### config.mk
export PLATFORM = sky130hd
export DESIGN_NAME = seq_mult8_flat
export DESIGN_NICKNAME = d
export VERILOG_FILES = /design/src/rtl/seq_mult8_pkg.sv /design/src/rtl/seq_mult8_if.sv /design/src/rtl/seq_mult8_adder.sv /design/src/rtl/seq_mult8.sv /design/src/flat_wrapper.sv
export SDC_FILE = /design/constraint.sdc
export NUM_CORES = 1
export LEC_CHECK = 0
export CAP_MARGIN = 15
export CORE_MARGIN = 1.5
export CORE_UTILIZATION = 50
export CTS_CLUSTER_DIAMETER = 60
export DETAILED_ROUTE_END_ITERATION = 10
export GPL_ROUTABILITY_DRIVEN = 0
export PLACE_DENSITY = 0.8
export SLEW_MARGIN = 20
export SYNTH_ARGS = -nofsm -noshare
export SYNTH_HDL_FRONTEND = slang
export SYNTH_SLANG_ARGS = --single-unit
### constraint.sdc
create_clock -name clk -period 2.65 [get_ports clk]
set_clock_uncertainty 0.15 [all_clocks]
set_input_delay 0.53 -clock clk [delete_from_list [all_inputs] [get_ports clk]]
set_output_delay 0.53 -clock clk [all_outputs]
set_load 0.02 [all_outputs]
### src/rtl/seq_mult8_pkg.sv
// rtl/seq_mult8_pkg.sv - shared widths and state encoding for the sequential multiplier
package seq_mult8_pkg;

    localparam int WIDTH  = 8;
    localparam int PWIDTH = 16;

    typedef enum logic [1:0] {
        IDLE = 2'd0,
        RUN  = 2'd1,
        DONE = 2'd2
    } state_t;

endpackage

### src/rtl/seq_mult8_if.sv
// rtl/seq_mult8_if.sv - start/operand request and result handshake of the multiplier
interface seq_mult8_if;
    import seq_mult8_pkg::*;

    logic              start;
    logic [WIDTH-1:0]  a;
    logic [WIDTH-1:0]  b;
    logic              ready;
    logic              busy;
    logic              done;
    logic [PWIDTH-1:0] product;

    modport master (
        output start, a, b,
        input  ready, busy, done, product
    );

    modport slave (
        input  start, a, b,
        output ready, busy, done, product
    );

endinterface

### src/rtl/seq_mult8_adder.sv
// rtl/seq_mult8_adder.sv - 8-bit combinational ripple adder with carry in/out
module seq_mult8_adder
    import seq_mult8_pkg::*;
(
    input  logic [WIDTH-1:0] x,
    input  logic [WIDTH-1:0] y,
    input  logic             cin,
    output logic [WIDTH-1:0] sum,
    output logic             cout
);

    assign {cout, sum} = {1'b0, x} + {1'b0, y} + {{WIDTH{1'b0}}, cin};

endmodule

### src/rtl/seq_mult8.sv
// rtl/seq_mult8.sv - 8x8 unsigned shift-and-add multiplier, one partial product per cycle
module seq_mult8
    import seq_mult8_pkg::*;
(
    input  logic        clk,
    input  logic        rst_n,
    seq_mult8_if.slave  bus
);

    state_t            state_q, state_d;
    logic [WIDTH-1:0]  mcand_q, mcand_d;
    logic [WIDTH-1:0]  acc_q, acc_d;
    logic [WIDTH-1:0]  q_q, q_d;
    logic [2:0]        cnt_q, cnt_d;
    logic [PWIDTH-1:0] product_q, product_d;

    logic [WIDTH-1:0]  add_sum;
    logic              add_cout;
    logic [WIDTH:0]    cs;
    logic [WIDTH-1:0]  acc_next;
    logic [WIDTH-1:0]  q_next;

    seq_mult8_adder u_adder (
        .x    (acc_q),
        .y    (mcand_q),
        .cin  (1'b0),
        .sum  (add_sum),
        .cout (add_cout)
    );

    // Carry becomes the new acc MSB; the dropped sum LSB shifts into q.
    always_comb begin
        cs       = q_q[0] ? {add_cout, add_sum} : {1'b0, acc_q};
        acc_next = cs[WIDTH:1];
        q_next   = {cs[0], q_q[WIDTH-1:1]};
    end

    always_comb begin
        state_d   = state_q;
        mcand_d   = mcand_q;
        acc_d     = acc_q;
        q_d       = q_q;
        cnt_d     = cnt_q;
        product_d = product_q;
        case (state_q)
            IDLE, DONE: begin
                if (bus.start) begin
                    mcand_d = bus.a;
                    q_d     = bus.b;
                    acc_d   = '0;
                    cnt_d   = '0;
                    state_d = RUN;
                end else begin
                    state_d = IDLE;
                end
            end
            RUN: begin
                acc_d = acc_next;
                q_d   = q_next;
                cnt_d = cnt_q + 3'd1;
                if (cnt_q == 3'd7) begin
                    product_d = {acc_next, q_next};
                    state_d   = DONE;
                end
            end
            default: state_d = IDLE;
        endcase
    end

    always_ff @(posedge clk) begin
        if (!rst_n) begin
            state_q   <= IDLE;
            mcand_q   <= '0;
            acc_q     <= '0;
            q_q       <= '0;
            cnt_q     <= '0;
            product_q <= '0;
        end else begin
            state_q   <= state_d;
            mcand_q   <= mcand_d;
            acc_q     <= acc_d;
            q_q       <= q_d;
            cnt_q     <= cnt_d;
            product_q <= product_d;
        end
    end

    assign bus.ready   = (state_q == IDLE) || (state_q == DONE);
    assign bus.busy    = (state_q == RUN);
    assign bus.done    = (state_q == DONE);
    assign bus.product = product_q;

endmodule

### src/flat_wrapper.sv
// flat-port wrapper written by rule: the top's interface ports become plain ports
module seq_mult8_flat import seq_mult8_pkg::*;
  (clk, rst_n, bus_start, bus_a, bus_b, bus_ready, bus_busy, bus_done, bus_product);
  seq_mult8_if bus_i ();
  input  logic clk;
  input  logic rst_n;
  input wire logic [$bits(bus_i.start)-1:0] bus_start;
  input wire logic [$bits(bus_i.a)-1:0] bus_a;
  input wire logic [$bits(bus_i.b)-1:0] bus_b;
  output wire logic [$bits(bus_i.ready)-1:0] bus_ready;
  output wire logic [$bits(bus_i.busy)-1:0] bus_busy;
  output wire logic [$bits(bus_i.done)-1:0] bus_done;
  output wire logic [$bits(bus_i.product)-1:0] bus_product;
  assign bus_i.start = bus_start;
  assign bus_i.a = bus_a;
  assign bus_i.b = bus_b;
  assign bus_ready = bus_i.ready;
  assign bus_busy = bus_i.busy;
  assign bus_done = bus_i.done;
  assign bus_product = bus_i.product;
  seq_mult8 u_core (.clk(clk), .rst_n(rst_n), .bus(bus_i));
endmodule
==> report_table.html <==
<table>
<tr><th>Metric</th><th>Value</th></tr>
<tr><th colspan="2">Outcome</th></tr>
<tr><td>Status</td><td>finished, final reports clean</td></tr>
<tr><th colspan="2">STA</th></tr>
<tr><td>Setup TNS Final</td><td>0 ns</td></tr>
<tr><td>Worst slew margin relative to its limit</td><td>52.1%</td></tr>
<tr><td>Total of endpoints with negative setup slack in the final report</td><td>0</td></tr>
<tr><td>Fmax</td><td>approximately 440 MHz</td></tr>
<tr><td>Final worst path period need</td><td>2.28 ns</td></tr>
<tr><td>Worst hold-check slack</td><td>just over 0.3 ns</td></tr>
<tr><td>Max-slew violations</td><td>0</td></tr>
<tr><td>Setup repair after global routing missed its margin</td><td>no</td></tr>
<tr><td>Measured slew at the worst slew-check pin</td><td>between 0.7 and 0.8 ns</td></tr>
<tr><td>Final hold violation count</td><td>0</td></tr>
<tr><td>Share of the clock period used by the worst path after layout</td><td>~86%</td></tr>
<tr><th colspan="2">Clocking</th></tr>
<tr><td>Post-CTS setup buffer count</td><td>0</td></tr>
<tr><td>CTS H-tree depth</td><td>2</td></tr>
<tr><td>Cts bufs inserted</td><td>5</td></tr>
<tr><td>CTS tree</td><td>done</td></tr>
<tr><td>Root Buffer Master</td><td>sky130_fd_sc_hd__clkbuf_8</td></tr>
<tr><td>Clock latency at the later pin of the worst-skew pair</td><td>0.30 ns</td></tr>
<tr><td>Clock-pin transition on the worst setup and hold timing paths</td><td>0.08 ns</td></tr>
<tr><td>Post-CTS Hold Fix Bufs</td><td>0</td></tr>
<tr><td>Buffer levels on the longest clock path</td><td>2</td></tr>
<tr><td>Clock Sinks</td><td>45</td></tr>
<tr><td>Post-CTS Resized</td><td>0</td></tr>
<tr><th colspan="2">Placed design</th></tr>
<tr><td>Number of port buffers</td><td>37</td></tr>
<tr><td>Detailed-placement wirelength estimate</td><td>between 3 and 4 mm</td></tr>
<tr><td>Placement Cell Area</td><td>2550 um^2</td></tr>
<tr><th colspan="2">Setup path</th></tr>
<tr><td>Type of element launching the critical path</td><td>flip-flop</td></tr>
<tr><td>Worst endpoint data arrival time</td><td>1.60 ns</td></tr>
<tr><td>Endpoint class of the critical path</td><td>output pin</td></tr>
<tr><td>Largest fanout on the critical path</td><td>11</td></tr>
<tr><td>Data required time of the critical path</td><td>roughly 2.0 ns</td></tr>
<tr><td>Path type of the worst setup path</td><td>flip-flop to output pin</td></tr>
<tr><th colspan="2">Global routing</th></tr>
<tr><td>Initial antenna violation count</td><td>0</td></tr>
<tr><td>GRT Total Usage</td><td>around a fifth</td></tr>
<tr><td>Vias in the first global route</td><td>1631</td></tr>
<tr><td>First-pass GRT wire length</td><td>~7.4 mm</td></tr>
<tr><td>Maximum number of pins on one net before global-route repair</td><td>between 40 and 50</td></tr>
<tr><td>Total congestion overflow after global routing</td><td>0</td></tr>
<tr><th colspan="2">Synthesis</th></tr>
<tr><td>Yosys warning count</td><td>0</td></tr>
<tr><td>Post-synth EDFFs</td><td>0</td></tr>
<tr><td>Primary flip-flop cell chosen by synthesis mapping</td><td>sky130_fd_sc_hd__dfxtp_1</td></tr>
<tr><td>Synth Net Count</td><td>280</td></tr>
<tr><td>Avg Synthesized Cell Area</td><td>roughly 8.6 um^2</td></tr>
<tr><td>Cell count after synthesis</td><td>250</td></tr>
<tr><td>Count of state elements after synthesis</td><td>45</td></tr>
<tr><td>Cell area after technology mapping</td><td>~2200 um^2</td></tr>
<tr><td>Distinct cell type count of the synthesized netlist</td><td>40</td></tr>
<tr><td>Proportion of synthesized flip-flops having asynchronous set or reset</td><td>0%</td></tr>
<tr><td>Register area share after synthesis</td><td>41.8%</td></tr>
<tr><th colspan="2">Pwr</th></tr>
<tr><td>Reported leakage power</td><td>between 1 and 1.5 nW</td></tr>
<tr><td>Int Pwr</td><td>0.00101 W</td></tr>
<tr><td>Clock share of power</td><td>around a third</td></tr>
<tr><td>IR Drop Worst-Case VDD</td><td>0.000278 V</td></tr>
<tr><td>Switching Power</td><td>~0.00033 W</td></tr>
<tr><td>PD cells</td><td>between 500 and 600 nW/um^2</td></tr>
<tr><td>Sequential share of power</td><td>53.4%</td></tr>
<tr><td>Switching power as a share of total power</td><td>between 20% and 30%</td></tr>
<tr><td>Fraction of power consumed by combinational cells</td><td>between 10% and 20%</td></tr>
<tr><td>Design Power</td><td>between 0.001 and 0.0015 W</td></tr>
<tr><th colspan="2">Hold path</th></tr>
<tr><td>Tightest Hold Check Type</td><td>flip-flop to flip-flop</td></tr>
<tr><th colspan="2">Cells and area</th></tr>
<tr><td>Number of antenna cells inserted</td><td>0</td></tr>
<tr><td>Final instance area</td><td>between 2000 and 3000 um^2</td></tr>
<tr><td># fillers</td><td>between 300 and 400</td></tr>
<tr><td>Share of post-route cells with drive strength above 1</td><td>6.36%</td></tr>
<tr><td>Top library cells by usage in the layout, fill and taps aside</td><td>57 x sky130_fd_sc_hd__nand2_1, 45 x sky130_fd_sc_hd__dfxtp_1, 37 x sky130_fd_sc_hd__clkdlybuf4s50_1, 16 x sky130_fd_sc_hd__a21boi_0</td></tr>
<tr><td>Final nets</td><td>around 310</td></tr>
<tr><td>Most common cell after layout, fill and taps aside</td><td>sky130_fd_sc_hd__nand2_1</td></tr>
<tr><td>Area Overhead vs Synth</td><td>23.0%</td></tr>
<tr><th colspan="2">Routing</th></tr>
<tr><td>Violation count after the first detailed-routing iteration</td><td>around 140</td></tr>
<tr><td>Post-DR wirelength/cell</td><td>13.2 um</td></tr>
<tr><td>DR pass1 iterations</td><td>4</td></tr>
<tr><td>Vias</td><td>1791</td></tr>
<tr><td>Number of remaining DRC errors</td><td>0</td></tr>
<tr><td>Aggregate routed wire length</td><td>between 4 and 5 mm</td></tr>
<tr><td>Remaining antenna violation count after routing</td><td>0</td></tr>
<tr><td>DR vias/cell</td><td>~5.4</td></tr>
<tr><th colspan="2">Die</th></tr>
<tr><td>Placement row count</td><td>23</td></tr>
<tr><td>Number of top-level design ports</td><td>38</td></tr>
<tr><td>Die outline area</td><td>around 4700 um^2</td></tr>
<tr><td>Die Height</td><td>a little under 70 um</td></tr>
<tr><td>Core Region</td><td>4090 um^2</td></tr>
<tr><td>Die width</td><td>68.7 um</td></tr>
<tr><td>Initial Utilization</td><td>a little over half</td></tr>
<tr><th colspan="2">Run</th></tr>
<tr><td>Number of maximum-capacitance violations</td><td>0</td></tr>
</table>
## registers in the layout, summed over array words and instances (netlist names)
name and cells:
u_core.acc_q 8, u_core.bus.product 16, u_core.cnt_q 3, u_core.mcand_q 8, u_core.q_q 8, u_core.state_q 2
## power groups by stage
stage | combinational, W | sequential, W | clock, W
floorplan | 0.000115 | 0.000727 | 0
global placement | 0.000162 | 0.000735 | 0
detailed placement | 0.000165 | 0.000736 | 0
CTS | 0.000166 | 0.000720 | 0.000466
global route | 0.000187 | 0.000724 | 0.000502
finish | 0.000167 | 0.000721 | 0.000461
## Yosys cell counts, drive strengths merged (3+ instances only)
cell    number  share of area [%]
nand3        9                2.1
nor2b        7                2.0
ha          10                5.8
nor2         7                1.3
xnor2        4                1.6
and2         6                1.7
mux2i        5                2.3
o211ai       4                1.4
a21boi      17                5.9
dfxtp       45                 42
clkbuf       7                1.2
nand2       57                9.9
nand2b       3               0.87
o211a        9                4.2
inv          3               0.52
a21o         3                1.0
a21oi        8                1.9
nand4        5                1.5
o21ai       13                3.0
buf         10                2.3
## routing by layer
layer | part of all wire, % | routed length, um | track usage (%) | vias to the layer above
met4 | 0.86 | 38 | 5.25 | 0
li1 | - | - | - | 929
met2 | 47 | 2060 | 36.2 | 41
met3 | 4.7 | 205 | 5.52 | 4
met1 | 48 | 2100 | 26.5 | 817
met5 | 0 | 0 | 0 | -
## layout make-up
class	instances	area (um^2)	area share (%)
timing repair buffer	42	408	15.4
multi-input combinational	185	1170	44.1
sequential	45	901	34.0
inverter	3	11.3	0.425
clock buffer	7	96.3	3.63
clock inverter	1	5.00	0.189
tap	50	62.6	2.36
## path summary, 6_finish.rpt
| path | startpoint | endpoint | slack, ns | cells past startpoint |
|---|---|---|---|---|
| min | u_core.bus.product[0]$_SDFFE_PN0P_ | u_core.bus.product[0]$_SDFFE_PN0P_ | 0.30 | 2 |
| max reg2reg | u_core.acc_q[0]$_SDFFE_PN0P_ | u_core.acc_q[5]$_SDFFE_PN0P_ | 0.45 | 7 |
| min reg2reg | u_core.bus.product[0]$_SDFFE_PN0P_ | u_core.bus.product[0]$_SDFFE_PN0P_ | 0.30 | 2 |
| max | u_core.state_q[0]$_SDFFE_PN0P_ | bus_busy | 0.37 | 3 |
## per-stage QoR
stage          utilization, %  setup slack [ns]  std cells
6_report                 64.9             0.367        333
5_1_grt                  64.9             0.270        333
4_1_cts                  64.9             0.356        333
3_5_place_dp             62.4             0.457        325
3_3_place_gp             62.4             0.490        325
2_1_floorplan               -             0.555        250
## critical path, cell delays in order (launching register included)
cell                              delay (ns)
sky130_fd_sc_hd__dfxtp_1                0.37
sky130_fd_sc_hd__nand2b_1               0.10
sky130_fd_sc_hd__inv_2                  0.19
sky130_fd_sc_hd__clkdlybuf4s50_1        0.64
## kinds of logic (layout without fill, tap and decap cells)
group,Yosys count,in the layout,synth area share (%)
adder cells (fa/ha/maj),11,11,6.73
flip-flops,45,45,41.8
XOR/XNOR,5,5,2.03
AND/OR/NAND/NOR,100,100,21.6
multiplexers,5,5,2.32
buffers and inverters,20,53,4.06
AO/OA/AOI/OAI,64,64,21.5
(Power assumes the default switching activity.)
